[src/rtl/qspi_arb_pkg.sv]
// qspi_arb_pkg: shared FSM/owner types, parameter defaults and counter-width helper
// for the QSPI read arbiter.
package qspi_arb_pkg;
    typedef enum logic [2:0] {WAIT_INIT, IDLE, ISSUE, WAIT_DONE, RESPOND} state_t;
    typedef enum logic [1:0] {OWN_NONE = 2'b00, OWN_IF = 2'b01, OWN_DM = 2'b10} owner_t;
    localparam int STARVE_MAX_DEF = 4;
    localparam int TIMEOUT_DEF = 1024;
    function automatic int cnt_w(input int m);
        return (m < 2) ? 1 : $clog2(m + 1);
    endfunction
endpackage

[src/rtl/qspi_arb_prio.sv]
// qspi_arb_prio: fixed IF priority with a starvation counter that forces DM
// through after STARVE_MAX consecutive IF wins.
module qspi_arb_prio
    import qspi_arb_pkg::*;
#(
    parameter int STARVE_MAX = STARVE_MAX_DEF
) (
    input  logic ACLK,
    input  logic ARESETn,
    input  logic if_req,
    input  logic dm_req,
    input  logic take,
    output logic pick_if,
    output logic pick_dm
);
    localparam int SW = cnt_w(STARVE_MAX);
    logic [SW-1:0] starve_cnt;
    logic starved;
    assign starved = starve_cnt == SW'(STARVE_MAX);
    assign pick_dm = dm_req && (!if_req || starved);
    assign pick_if = if_req && !pick_dm;
    always_ff @(posedge ACLK or negedge ARESETn) begin
        if (!ARESETn)
            starve_cnt <= '0;
        else if (take)
            starve_cnt <= pick_dm ? '0 : (dm_req && !starved) ? starve_cnt + 1'b1 : starve_cnt;
    end
endmodule

[src/rtl/qspi_read_arbiter.sv]
// qspi_read_arbiter: shares one QSPI read engine between instruction fetch and
// data requesters, gated on flash init, with per-transaction timeout.
module qspi_read_arbiter
    import qspi_arb_pkg::*;
#(
    parameter int ADDR_SIZE  = 24,
    parameter int DATA_W     = 32,
    parameter int STARVE_MAX = STARVE_MAX_DEF,
    parameter int TIMEOUT    = TIMEOUT_DEF
) (
    input  logic                 ACLK,
    input  logic                 ARESETn,
    input  logic                 init_done,
    input  logic                 if_req,
    input  logic [ADDR_SIZE-1:0] if_addr,
    output logic                 if_gnt,
    output logic                 if_rvalid,
    output logic [DATA_W-1:0]    if_rdata,
    output logic                 if_rerr,
    input  logic                 dm_req,
    input  logic [ADDR_SIZE-1:0] dm_addr,
    output logic                 dm_gnt,
    output logic                 dm_rvalid,
    output logic [DATA_W-1:0]    dm_rdata,
    output logic                 dm_rerr,
    output logic                 eng_start,
    output logic [ADDR_SIZE-1:0] eng_addr,
    output logic                 eng_abort,
    input  logic                 eng_done,
    input  logic [DATA_W-1:0]    eng_rdata,
    output logic [1:0]           owner,
    output logic                 busy
);
    localparam int TW = cnt_w(TIMEOUT - 1);
    state_t state;
    owner_t own;
    logic [TW-1:0] timer;
    logic pick_if, pick_dm, take, tmo, fin, fin_if, fin_dm;
    qspi_arb_prio #(.STARVE_MAX(STARVE_MAX)) u_prio (
        .ACLK(ACLK), .ARESETn(ARESETn), .if_req(if_req), .dm_req(dm_req),
        .take(take), .pick_if(pick_if), .pick_dm(pick_dm)
    );
    assign take = state == IDLE && init_done && (if_req || dm_req);
    assign tmo = state == WAIT_DONE && timer == TW'(TIMEOUT - 1);
    assign fin = state == WAIT_DONE && (eng_done || tmo);
    assign fin_if = fin && own == OWN_IF;
    assign fin_dm = fin && own == OWN_DM;
    // A completion landing on the timeout cycle wins, so abort only without eng_done
    assign eng_abort = tmo && !eng_done;
    assign busy = state == ISSUE || state == WAIT_DONE;
    assign owner = own;
    always_ff @(posedge ACLK or negedge ARESETn) begin
        if (!ARESETn) begin
            state     <= WAIT_INIT;
            own       <= OWN_NONE;
            timer     <= '0;
            if_gnt    <= 1'b0;
            dm_gnt    <= 1'b0;
            eng_start <= 1'b0;
            eng_addr  <= '0;
            if_rvalid <= 1'b0;
            dm_rvalid <= 1'b0;
            if_rdata  <= '0;
            dm_rdata  <= '0;
            if_rerr   <= 1'b0;
            dm_rerr   <= 1'b0;
        end else begin
            if_gnt    <= take && pick_if;
            dm_gnt    <= take && pick_dm;
            eng_start <= take;
            if_rvalid <= fin_if;
            dm_rvalid <= fin_dm;
            timer     <= state == WAIT_DONE ? timer + 1'b1 : '0;
            if (take) begin
                eng_addr <= pick_dm ? dm_addr : if_addr;
                own      <= pick_dm ? OWN_DM : OWN_IF;
            end else if (state == RESPOND) begin
                own <= OWN_NONE;
            end
            if (fin_if) begin
                if_rdata <= eng_done ? eng_rdata : '0;
                if_rerr  <= !eng_done;
            end
            if (fin_dm) begin
                dm_rdata <= eng_done ? eng_rdata : '0;
                dm_rerr  <= !eng_done;
            end
            state <= state == WAIT_INIT ? (init_done ? IDLE : WAIT_INIT) :
                     state == IDLE      ? (!init_done ? WAIT_INIT : take ? ISSUE : IDLE) :
                     state == ISSUE     ? WAIT_DONE :
                     state == WAIT_DONE ? (fin ? RESPOND : WAIT_DONE) :
                     state == RESPOND   ? IDLE : WAIT_INIT;
        end
    end
endmodule

[config.mk]
export PLATFORM = sky130hd
export DESIGN_NAME = qspi_read_arbiter
export DESIGN_NICKNAME = d
export VERILOG_FILES = /design/src/rtl/qspi_arb_pkg.sv /design/src/rtl/qspi_arb_prio.sv /design/src/rtl/qspi_read_arbiter.sv
export SDC_FILE = /design/constraint.sdc
export NUM_CORES = 1
export LEC_CHECK = 0
export CORE_MARGIN = 3
export CORE_UTILIZATION = 46
export CTS_CLUSTER_SIZE = 20
export DETAILED_ROUTE_END_ITERATION = 10
export PLACE_DENSITY = 0.82
export SLEW_MARGIN = 20
export SYNTH_ARGS = -nofsm -noshare
export SYNTH_HDL_FRONTEND = slang
export SYNTH_HIERARCHICAL = 1
export SYNTH_SLANG_ARGS = --single-unit
[constraint.sdc]
create_clock -name ACLK -period 2.32 [get_ports ACLK]
set_input_delay 0.232 -clock ACLK [delete_from_list [all_inputs] [get_ports ACLK]]
set_output_delay 0.232 -clock ACLK [all_outputs]
set_load 0.1 [all_outputs]
==> results of run 1 <==
stage by stage:
stage	area (um2)	utilization [%]	hold slack, ns
after floorplan	5660	-	-0.0636
after global placement	7390	63.1	0.266
after detailed placement	7390	63.1	0.268
after CTS	8100	69.2	0.381
after global routing	8100	69.2	0.424
final	8100	69.2	0.371
worst max-delay path: cells and delay by family (launching register included):
kind	cells	cell delay, ns
buffers and inverters	1	0.21
DFF	1	0.39
adders and majority gates	1	0.23
and+or+nand+nor	3	0.71
placed cells by master (no fill, tap or decap), types with 9 or more instances in the layout:
master,Yosys,final
a21oi_1,53,53
a21boi_0,64,64
nand2_1,38,38
nor3_1,64,63
clkdlybuf4s50_1,0,84
buf_4,0,114
o21ai_0,9,9
clkbuf_16,0,17
a211o_1,60,60
nand3_1,10,10
mux2i_1,24,24
dfrtp_1,113,113
report_power, final:
group / internal [mW] / switching, mW / leakage, nW / total [mW]
sequential: 2.49 / 0.440 / 1.18 / 2.93
clock: 2.18 / 0.894 / 0.345 / 3.08
combinational: 1.50 / 5.05 / 1.69 / 6.55
total: 6.17 / 6.39 / 3.21 / 12.6
what timing repair did:
| item | in CTS | in global routing |
|---|---|---|
| hold buffers | 1 | 0 |
| hold endpoints to repair | 41 | 0 |
| gates resized for setup | 0 | 0 |
path summary, 6_finish.rpt:
check	start	to	slack, ns	cells after the start
max	timer[0]	eng_abort	0.14	5
min	ARESETn	dm_rdata[29]	0.37	2
max reg2reg	timer[0]	if_rdata[16]	0.55	5
min reg2reg	timer[0]	timer[0]	0.50	1
max in group asynchronous	ARESETn	timer[4]	1.26	3
min in group ACLK	if_addr[20]	eng_addr[20]	0.45	3
sequential cells by signal, summed over array words and instances, names as in the netlist:
| name | flops |
|---|---|
| dm_gnt | 1 |
| dm_rdata | 32 |
| dm_rerr | 1 |
| dm_rvalid | 1 |
| eng_addr | 24 |
| eng_start | 1 |
| if_gnt | 1 |
| if_rdata | 32 |
| if_rerr | 1 |
| if_rvalid | 1 |
| owner | 2 |
| state | 3 |
| timer | 10 |
| u_prio/starve_cnt | 3 |
area by class of cell:
cell class	instances	area, um2
well taps	143	179
fillers	864	3610
clock buffers	23	508
repair buffers	204	1810
inverters	7	26.3
multi-input cells	379	2560
flip-flops and latches	113	2830
clock inverters	9	198
per-layer routing:
layer  GRT usage [%]  wire length [um]  vias up
li1                -                 -     2381
met1            30.9              6740     2446
met2            39.5              7670      249
met3            7.87              1490       23
met4            8.18               263        0
met5               0                 0        -
logic make-up (layout without fill, tap and decap cells):
family | Yosys count | count (layout)
flops | 113 | 113
xor+xnor | 3 | 3
simple gates | 145 | 145
fa+ha+maj | 3 | 3
compound gates | 204 | 204
mux | 24 | 24
buf+inv | 58 | 243
==> out/results.txt, run 1 <==
Initial antenna violation count = 0
Setup violations, final = 0
Top FF cell, synth = dfrtp_1
Final ANT Viol Nets = 0
Placed Instances = 845
Ant diodes = 0
Drt pass-1 iters = 4
Post-synthesis adder-cell area fraction = 0.665%
Core footprint = 11700 um2
Mapped Nets = 639
Worst Hold Class = in -> async
Sink Count = 113
Layout area overhead = 43.5%
Clock buffer depth = 2
CP arrival = 1.95 ns
RSZ-0062 raised after global routing = no
Max Clk Rate = 458 MHz
Synth top area share = 50.1%
Initial DRC Count = 423
Hpwl dp = 11200 um
Gate Count Post-Synth = 550
Pwr Total = 12.6 mW
Hold Violations, Final = 0
# rows = 39
Crit path largest cell delay = 0.39 ns
Inserted Clock Buffers = 17
YS warnings = 6
Synthesized flop and latch total = 113
Worst path slowest cell = dfrtp_1
Synthesized cell area = 5650 um2
Synth Area per Inst = 10.3 um2
Slew Limit Fails = 0
Vias in the first global route = 5208
Post-synth EDFFs = 0
CP Max Fanout = 4
Die height = 117 um
Pin count of the biggest net entering global routing = 52
Pre-CTS setup slack = 0.356 ns
Share of cells above drive strength 1 = 22.3%
Max VDD drop = 1200 uV
Total track usage = 24.3%
Crit end category = primary output
Largest area contributor in the synthesized netlist = dfrtp_1
Final setup margin = 0.139 ns
Worst-Margin Slew = 0.577 ns
Final std cells w/o fill = 878
WL per Instance = 18.4 um
Leakage = 3.21 nW
IO Port Bufs = 184
Yosys cell types = 46
Die W = 117 um
Top post-synthesis cells by area = dfrtp_1 50%, a211o_1 9.3%, a21boi_0 8.5%
H-tree levels = 4
Synth Area in XOR/XNOR = 0.465%
Post-synthesis simple-gate area fraction = 13.0%
Clk pin slew, worst setup/hold paths = 0.05 ns
DRC = 0
Commonest cells post-synth = 113 x dfrtp_1, 64 x a21boi_0, 64 x nor3_1
Routability Congestion = 0.828
Largest family of logic cells by synthesized area = compound AO/OA/AOI/OAI gates
CP Class = reg -> out
IO Pins = 185
Worst Skew = 0.00715 ns
Cell Chain, Critical Path = ha_1 -> and4_1 -> nand3_1 -> nor3_4 -> buf_12
Clock tree root driver cell = clkbuf_16
First-pass GRT wire length = 25800 um
Number of max-cap violations = 0
Post-synthesis compound-gate area fraction = 26.5%
Outcome = finished clean
Post-synthesis mux area share = 4.25%
Critical path data required time = 2.09 ns
Relative slew slack = 61.5%
Die footprint = 13600 um2
Clock period minus worst slack = 2.18 ns
Setup TNS Final = 0 ns
Vias per cell = 5.81
Initial cell density of the core = 48.2%
Share of async-settable or async-resettable flops after synthesis = 100%
Vias = 5099
Fin nets = 811
Final WL = 16200 um
Most frequent cell after synthesis = dfrtp_1
Post CTS Setup Buffer Count = 0
Gr ovfl total = 0
Clock latency on the worst-skew pair = 0.41 ns
CTS tree = built
Period Utilization, post-route = 94.0%
Pwr/cell area = 1550 nW/um2
Setup crit start kind = flip-flop
Sequential area share after synthesis = 50.1%
(Power assumes the default switching activity.)
==> run 2: changes to the inputs <==
- CTS_CLUSTER_SIZE: 20 -> not set
==> results of run 2 <==
The final DEF is identical to that of run 1; final timing and power are the same.
